### src/rtl/ysyx_22040386_mem_arb.sv
// Two-requester memory arbiter: instruction fetch (IF) and load/store (LS) share one memory port.
// It runs one transaction at a time, and the current owner is encoded in the FSM state.
module ysyx_22040386_mem_arb #(
    parameter int ADDR_W  = 64,
    parameter int DATA_W  = 64,
    parameter int LS_PRIO = 0
) (
    input  logic                  i_ARB_clk,
    input  logic                  i_ARB_rst_n,
    input  logic                  i_ARB_if_req,
    input  logic [ADDR_W-1:0]     i_ARB_if_addr,
    output logic                  o_ARB_if_gnt,
    output logic                  o_ARB_if_rvalid,
    output logic [DATA_W-1:0]     o_ARB_if_rdata,
    input  logic                  i_ARB_ls_req,
    input  logic                  i_ARB_ls_wen,
    input  logic [ADDR_W-1:0]     i_ARB_ls_addr,
    input  logic [DATA_W-1:0]     i_ARB_ls_wdata,
    input  logic [DATA_W/8-1:0]   i_ARB_ls_wmask,
    output logic                  o_ARB_ls_gnt,
    output logic                  o_ARB_ls_rvalid,
    output logic [DATA_W-1:0]     o_ARB_ls_rdata,
    output logic                  o_ARB_mem_req,
    output logic                  o_ARB_mem_wen,
    output logic [ADDR_W-1:0]     o_ARB_mem_addr,
    output logic [DATA_W-1:0]     o_ARB_mem_wdata,
    output logic [DATA_W/8-1:0]   o_ARB_mem_wmask,
    input  logic                  i_ARB_mem_ready,
    input  logic                  i_ARB_mem_rvalid,
    input  logic [DATA_W-1:0]     i_ARB_mem_rdata
);
    localparam int MASK_W = DATA_W / 8;

    typedef enum logic [2:0] {
        IDLE    = 3'd0,
        REQ_IF  = 3'd1,
        REQ_LS  = 3'd2,
        WAIT_IF = 3'd3,
        WAIT_LS = 3'd4
    } state_e;

    state_e              state_q;
    logic                last_ls_q;
    logic                mem_req_q;
    logic                mem_wen_q;
    logic [ADDR_W-1:0]   mem_addr_q;
    logic [DATA_W-1:0]   mem_wdata_q;
    logic [MASK_W-1:0]   mem_wmask_q;
    logic                pick_if;
    logic                pick_ls;

    // On a tie, LS wins when prioritised; otherwise the requester that did not own the last transaction wins.
    always_comb begin
        pick_if = 1'b0;
        pick_ls = 1'b0;
        if (i_ARB_rst_n && state_q == IDLE) begin
            if (i_ARB_if_req && i_ARB_ls_req) begin
                pick_ls = (LS_PRIO != 0) || !last_ls_q;
                pick_if = !pick_ls;
            end else begin
                pick_if = i_ARB_if_req;
                pick_ls = i_ARB_ls_req;
            end
        end
    end

    always_ff @(posedge i_ARB_clk) begin
        if (!i_ARB_rst_n) begin
            state_q     <= IDLE;
            last_ls_q   <= 1'b1;
            mem_req_q   <= 1'b0;
            mem_wen_q   <= 1'b0;
            mem_addr_q  <= '0;
            mem_wdata_q <= '0;
            mem_wmask_q <= '0;
        end else begin
            case (state_q)
                IDLE: begin
                    if (pick_if) begin
                        state_q     <= REQ_IF;
                        last_ls_q   <= 1'b0;
                        mem_req_q   <= 1'b1;
                        mem_wen_q   <= 1'b0;
                        mem_addr_q  <= i_ARB_if_addr;
                        mem_wdata_q <= '0;
                        mem_wmask_q <= '0;
                    end else if (pick_ls) begin
                        state_q     <= REQ_LS;
                        last_ls_q   <= 1'b1;
                        mem_req_q   <= 1'b1;
                        mem_wen_q   <= i_ARB_ls_wen;
                        mem_addr_q  <= i_ARB_ls_addr;
                        mem_wdata_q <= i_ARB_ls_wdata;
                        mem_wmask_q <= i_ARB_ls_wmask;
                    end
                end
                REQ_IF: begin
                    if (i_ARB_mem_ready) begin
                        state_q   <= WAIT_IF;
                        mem_req_q <= 1'b0;
                    end
                end
                REQ_LS: begin
                    if (i_ARB_mem_ready) begin
                        state_q   <= WAIT_LS;
                        mem_req_q <= 1'b0;
                    end
                end
                WAIT_IF: begin
                    if (i_ARB_mem_rvalid) state_q <= IDLE;
                end
                WAIT_LS: begin
                    if (i_ARB_mem_rvalid) state_q <= IDLE;
                end
                default: begin
                    state_q   <= IDLE;
                    mem_req_q <= 1'b0;
                end
            endcase
        end
    end

    assign o_ARB_if_gnt    = pick_if;
    assign o_ARB_ls_gnt    = pick_ls;
    assign o_ARB_if_rvalid = i_ARB_rst_n && (state_q == WAIT_IF) && i_ARB_mem_rvalid;
    assign o_ARB_ls_rvalid = i_ARB_rst_n && (state_q == WAIT_LS) && i_ARB_mem_rvalid;
    assign o_ARB_if_rdata  = i_ARB_mem_rdata;
    assign o_ARB_ls_rdata  = i_ARB_mem_rdata;
    assign o_ARB_mem_req   = mem_req_q;
    assign o_ARB_mem_wen   = mem_wen_q;
    assign o_ARB_mem_addr  = mem_addr_q;
    assign o_ARB_mem_wdata = mem_wdata_q;
    assign o_ARB_mem_wmask = mem_wmask_q;

endmodule

### config.mk
export PLATFORM = sky130hd
export DESIGN_NAME = ysyx_22040386_mem_arb
export DESIGN_NICKNAME = d
export VERILOG_FILES = /design/src/rtl/ysyx_22040386_mem_arb.sv
export SDC_FILE = /design/constraint.sdc
export NUM_CORES = 1
export LEC_CHECK = 0
export CAP_MARGIN = 20
export CORE_AREA = 2 2 208 210
export CTS_BUF_LIST = sky130_fd_sc_hd__clkbuf_16
export CTS_CLUSTER_DIAMETER = 200
export DETAILED_ROUTE_END_ITERATION = 8
export DIE_AREA = 0 0 210 212
export GPL_ROUTABILITY_DRIVEN = 0
export MAX_ROUTING_LAYER = met4
export RECOVER_POWER = 50
export SYNTH_ARGS = -nofsm -noshare
export SYNTH_HDL_FRONTEND = slang
export SYNTH_SLANG_ARGS = --single-unit
### constraint.sdc
create_clock -name i_ARB_clk -period 2.5 [get_ports i_ARB_clk]
set_input_delay 0.375 -clock i_ARB_clk [delete_from_list [all_inputs] [get_ports i_ARB_clk]]
set_output_delay 0.375 -clock i_ARB_clk [all_outputs]
set_load 0.02 [all_outputs]
# After elaboration in Yosys (flattened, before gate mapping)
# Index checks and enable logic that the tools add are counted.
# classes
eq_ne	9
muxes	23
bitwise_logic	1
reduce_logical	14
# op_table
operator	count
2-to-1 mux 64 bit	4
2-to-1 mux 8 bit	2
2-to-1 mux 3 bit	5
case mux 3 bit (4 select lines)	1
2-to-1 mux 1 bit	10
== test 3 x 2 -> 1 bit, second input constant	2
logical AND 1 bit	6
inequality test 2 x 1 -> 1 bit, second input constant	2
inequality test 2 bit, second input constant	2
AND reduction 4 bit	1
OR reduction 2 bit	2
== test 3 x 1 -> 1 bit, second input constant	1
== test 3 bit, second input constant	1
zero test 3 bit	1
inequality test 3 bit, second input constant	1
case mux 1 bit (3 select lines)	1
AND reduction 3 bit	1
AND reduction 2 bit	1
nonzero test 2 bit	1
zero test 1 bit	1
NOT 1 bit	1
# word_totals
out_inout_bits	270
in_bits	271
ff_bits	142
wordCells	54

# Logic depth before layout (Yosys ltp)
# logic_depth
ltp_word	6
depth_mapped	8
depth_no_buf	4

# Worst setup path after synthesis
# No wires, ideal clock.
# synth_timing
path_kind	input -> output
startpoint	in i_ARB_rst_n
endpoint	out o_ARB_if_gnt
setup_slack_ns	0.219
arrival_ns	1.906
required_time_ns	2.125
n_path_buf	4
path_stages	7
path_cell_list	clkbuf_1 > or4b_1 > buf_2 > or3_4 > buf_6 > buf_6 > inv_1
# synth_via
elab_chain_len	2
# synth_lines
element	line	source
start, declared	9	input logic i_ARB_rst_n,
logical AND 1 bit	56	if (i_ARB_rst_n && state_q == IDLE) begin
2-to-1 mux 1 bit	56	
end, declared	12	output logic o_ARB_if_gnt,
# No other way between the ends.

# Final worst setup path
# layout_timing
startpoint	reg state_q[2]
endpoint	out o_ARB_if_gnt
# layout_via
elab_chain_len	3
# layout_lines
element	line	source
start, declared	42	state_e state_q;
start signal, assigned	69	state_q <= IDLE;
start signal, assigned	80	state_q <= REQ_IF;
start signal, assigned	88	state_q <= REQ_LS;
zero test 3 bit	56	
logical AND 1 bit	56	
2-to-1 mux 1 bit	56	
# No other way between the ends.

==> results.yml <==
run_status:
  outcome: "complete, no violations"
floorplan:
  io_pins: 541
  die_h_um: 212
  die_x_um: 210
  initial_core_util_pct: 16.4
  core_mm2: 0.0425
  die-area_mm2: 0.0445
  num_rows: 76
sta:
  finalHoldViolCount: 0
  worstMarginPinSlew_ns: 1.37
  finalMaxSlewViolations: 0
  setup_tns_ns: 0
  fin_crit_ns: 2.41
  fmax_ghz: 0.415
  grt_setup_unrepaired: "false"
  finalWorstSetupSlack_ns: 0.0891
  finalSetupViolCount: 0
  worst_clock_skew_ns: 0.0155
  period_share_pct: 96.4
  relSlewSlack_pct: 8.56
logic_synthesis:
  yosys_warnings: 0
  synth-seq-cells: 142
  synth.top_cell.area_share_pct: 40.8
  netlist_area_mm2: 0.00696
  synth_cell_types: 30
  synthArstFlopShare_pct: 0
  synthTopCellsByArea: "dfxtp_1, buf_4, o21ai_0"
  ys.flop_type: "dfxtp_1"
  syn_inst: 819
  netlist_top_cells_count: "dfxtp_1, buf_4, o21ai_0"
  yosysMostFrequentCell: "dfxtp_1"
  synth_top_area_cell: "dfxtp_1"
  syn_nets: 1090
  synth_edf_count: 0
  yosysSeqAreaShare_pct: 40.8
  syn_area_per_cell_um2: 8.50
pwr:
  p_leak_uw: 0.00368
  power.density_mw_per_mm2: 693
  ir_drop_v: 0.000472
  total_power_uw: 7470
clocking:
  clkLatencyLatePin_ns: 0.47
  numCtsBuffers: 17
  cts_tree: "yes"
  clk_root_buffer_cell: "clkbuf_16"
  cts.sinks: 142
  postCtsSetupBuffers: 0
  path_clk_slew_ns: 0.06
  cts_max_level: 4
  clockBufferDepth: 2
setup_path:
  rr_startpoint: "state_q[2]"
  crit_fanout: 2
  cp_data_arrival_time_ns: 2.04
  crit_path_start: "state_q[2]"
  cp-end-kind: "output pin"
  cp-start-kind: "flop"
  critical_path_class: "reg2out"
  cp.required_ns: 2.12
placed_design:
  pre_cts_slack_ns: 0.0260
  dpl.hpwl_mm: 20.5
  numPortBuffers: 348
routing:
  drc: 0
  viasPerCell: 4.52
  wl_mm: 29.5
  wl_per_cell_um: 18.8
  first_iter_violations: 443
  drtPass1Iterations: 5
  via_count: 7064
  postRouteAntennaNets: 0
global_routing:
  grt_pass1_wl_mm: 42.9
  overflow: 0
  track_usage_pct: 13.4
  grt_max_degree: 93
  grt_pass1_vias: 7226
  antenna_found_initial: 1
run:
  maxCapViolCount: 0
finish:
  fillCellCount: 4544
  drive_above_1_share_pct: 10.8
  nets: 1275
  syn_to_final_growth_pct: 54.9
min_path:
  holdCritStartpoint: "i_ARB_rst_n"
  hp-class: "in2reg"
routing by layer:
layer | track usage, % | vias to the layer above | wire length, um
li1 | - | 3273 | -
met1 | 14.2 | 3292 | 11700
met5 | - | - | 0
met3 | 5.47 | 88 | 2620
met4 | 8.80 | 0 | 1660
met2 | 20.7 | 411 | 13500
state kept, by name, summed over array words and instances, names as in the netlist:
name	cells
o_ARB_mem_req	1
o_ARB_mem_wmask	8
o_ARB_mem_addr	64
o_ARB_mem_wen	1
o_ARB_mem_wdata	64
state_q	3
last_ls_q	1
power breakdown:
part	leakage, uW	total [uW]	internal (uW)	switching [uW]
clock	0.000288	2660	1560	1100
combinational	0.00224	2190	985	1210
sequential	0.00116	2620	2490	125
total	0.00368	7470	5040	2430
timing repair:
action / 4_1_cts / 5_1_grt
resized for setup: 5 / 1
setup endpoints to repair: 2 / 1
hold buffers: 0 / 0
placed cells by master, fill, tap and decap left out, drive strengths merged, types with 2 or more instances in the layout:
| cell type | instances |
|---|---|
| clkbuf | 18 |
| clkinv | 6 |
| o41ai | 37 |
| o21ai | 111 |
| a21oi | 76 |
| clkinvlp | 3 |
| inv | 6 |
| a31oi | 37 |
| o31a | 28 |
| dfxtp | 142 |
| buf | 41 |
| clkdlybuf4s50 | 293 |
| nor2 | 6 |
| nor2b | 2 |
| nand2 | 6 |
| nand3 | 110 |
| o221a | 28 |
| bufinv | 3 |
| dlygate4sd3 | 52 |
area by class of cell:
type	instances	area (um^2)	area share (%)
clock buffer	17	425	3.95
sequential	142	2840	26.4
timing repair buffer	388	3850	35.8
clock inverter	15	170	1.58
multi-input combinational	452	2790	25.9
tap	546	683	6.34
inverter	3	11.3	0.104
antenna	1	2.50	0.0232
cell families after synthesis:
group | Yosys count | share of synthesized area (%)
buf+inv | 225 | 19.6
flops | 142 | 40.8
compound gates | 320 | 29.9
simple gates | 131 | 9.56
mux | 1 | 0.162
per-stage QoR:
| step | cell area (um^2) | hold WS, ns | utilization [%] | std cells |
|---|---|---|---|---|
| after detailed placement | 10200 | 0.467 | 24.0 | 1531 |
| after global placement | 10200 | 0.460 | 24.0 | 1531 |
| after floorplan | 6960 | 0.488 | - | 819 |
| after global routing | 10800 | 0.428 | 25.4 | 1564 |
| final | 10800 | 0.453 | 25.4 | 1564 |
| after CTS | 10800 | 0.407 | 25.4 | 1563 |
worst max-delay path: stages, from the launching register on:
cell     delay, ns
dfxtp_1       0.31
or4b_4        0.59
or3_4         0.42
inv_1         0.08
buf_2         0.16
path summary, 6_finish.rpt:
kind | depth (start not counted) | to | slack [ns]
max reg2reg | 5 | o_ARB_mem_addr[27] | 0.19
min reg2reg | 2 | o_ARB_mem_wdata[19] | 0.47
min | 4 | o_ARB_mem_addr[20] | 0.45
max | 4 | o_ARB_if_gnt | 0.09
Power figures use the tool's default switching activity.
==> patch: new RTL, config.mk and constraints unchanged <==
`DATA_W`: 64 -> 72.
--- a/src/rtl/ysyx_22040386_mem_arb.sv
+++ b/src/rtl/ysyx_22040386_mem_arb.sv
@@ -3,5 +3,5 @@
 module ysyx_22040386_mem_arb #(
     parameter int ADDR_W  = 64,
-    parameter int DATA_W  = 64,
+    parameter int DATA_W  = 72,
     parameter int LS_PRIO = 0
 ) (
Ports: changed (7 resized); port bits go from 541 to 583. No check against the original RTL was run, so the function may have changed too.
==> patch against the unedited design <==
Sequential cell count is 9 higher. Routed wire length is 10% lower. Design area is 2.0% lower. Worst setup slack better by 0.083 ns. Cell count is 0.26% higher. Power is 5.9% higher. Area after synthesis is 3.3% lower. Clock skew hardly changed.
==> patch: results (changes against the unedited design) <==
Parameter                              Value

Status
  Result of the run ... finished clean (unchanged)

Worst hold path
  End point of the worst hold path ... o_ARB_mem_addr[27]$_SDFFE_PN0P_ (was o_ARB_mem_addr[20]$_SDFFE_PN0P_)

Worst setup path
  Arrival time at the worst endpoint ... 1.95 ns (was 2.04 ns)
  Largest fanout on the critical path ... 9 (was 2)
  RR Endpoint ... o_ARB_mem_addr[36]$_SDFFE_PN0P_ (was o_ARB_mem_addr[27]$_SDFFE_PN0P_)
  Master of the slowest instance on the critical path ... dfxtp_1 (was or4b_4)

GRT
  GR Util met3 ... 5.14% (was 5.47%)
  Largest net degree at the start of global routing ... 84 (was 93)
  Met1 usage ... 12.9% (was 14.2%)
  Global-route usage over all layers ... 11.9% (was 13.4%)
  Met2 capacity usage during global routing ... 17.9% (was 20.7%)
  Vias in the first global route ... 6317 (was 7226)

Yosys
  Most frequent cells after synthesis ... dfxtp_1, buf_4, nand2_1 (was dfxtp_1, buf_4, o21ai_0)
  Distinct cells, synth ... 28 (was 30)
  Seq/Total Area, Yosys ... 44.9% (was 40.8%)

Detailed routing
  First-pass DRT Iterations ... 4 (was 5)
  Met2 wire len ... 12100 um (was 13500 um)
  Detailed-routed wire length on met3 ... 2550 um (was 2620 um)
  Vias per cell ... 4.08 (was 4.52)
  Average wire per standard cell ... 16.9 um (was 18.8 um)
  DRC marker count from the first detailed-route iteration ... 216 (was 443)

STA
  Max-slew headroom ... 40.0% (was 8.56%)
  Fin Clk Skew ... 0.0152 ns (was 0.0155 ns)

Place
  Count of buffers from port buffering ... 366 (was 348)

Power and ir drop
  Pleak ... 4.01 nW (was 3.68 nW)
==> patch: final cells by class <==
class | instances | share of cell area, %
diodes | 1 | 0.0237
well taps | 546 | 6.47
clock buffers | 17 | 4.03
multi-input cells | 455 | 22.5
flip-flops and latches | 151 | 28.6
inverters | 2 | 0.0829
repair buffers | 381 | 36.2
clock inverters | 15 | 2.13
==> patch: worst max path at each step <==
stage / startpoint / slack (ns) / end
4_1_cts: state_q[2]$_SDFFE_PN0P_ / 0.07 / o_ARB_if_gnt
6_report: state_q[2]$_SDFFE_PN0P_ / 0.17 / o_ARB_if_gnt
3_3_place_gp: i_ARB_ls_req / 0.26 / o_ARB_if_gnt
5_1_grt: state_q[2]$_SDFFE_PN0P_ / 0.008 / o_ARB_if_gnt
2_1_floorplan: state_q[2]$_SDFFE_PN0P_ / 0.71 / o_ARB_if_gnt
3_5_place_dp: i_ARB_ls_req / 0.23 / state_q[1]$_SDFFE_PN0P_
==> patch: worst min-delay path, cell delays in order <==
cell     delay, ns
buf_2         0.11
buf_4         0.22
o21ai_1       0.11
a31oi_1       0.04
==> patch: metrics by stage <==
step	instance area, um2	worst slack (ns)	instances	hold WS, ns
6_report	10600	0.172	1568	0.468
2_1_floorplan	6730	0.706	816	0.465
4_1_cts	10600	0.0652	1567	0.423
3_5_place_dp	9930	0.225	1535	0.481
5_1_grt	10600	0.00787	1568	0.447
3_3_place_gp	9930	0.262	1535	0.477
==> patch: timing repair <==
item / CTS / global route
pin swaps: 0 / 0
endpoints found under the setup margin: 2 / 1
resized for setup: 2 / 1
endpoints found under the hold margin: 0 / 0
==> patch: where the power goes <==
part | switching (W) | internal, W
clock network | 0.00116 | 0.00178
logic | 0.00117 | 0.000998
registers | 0.000134 | 0.00268
total | 0.00246 | 0.00545
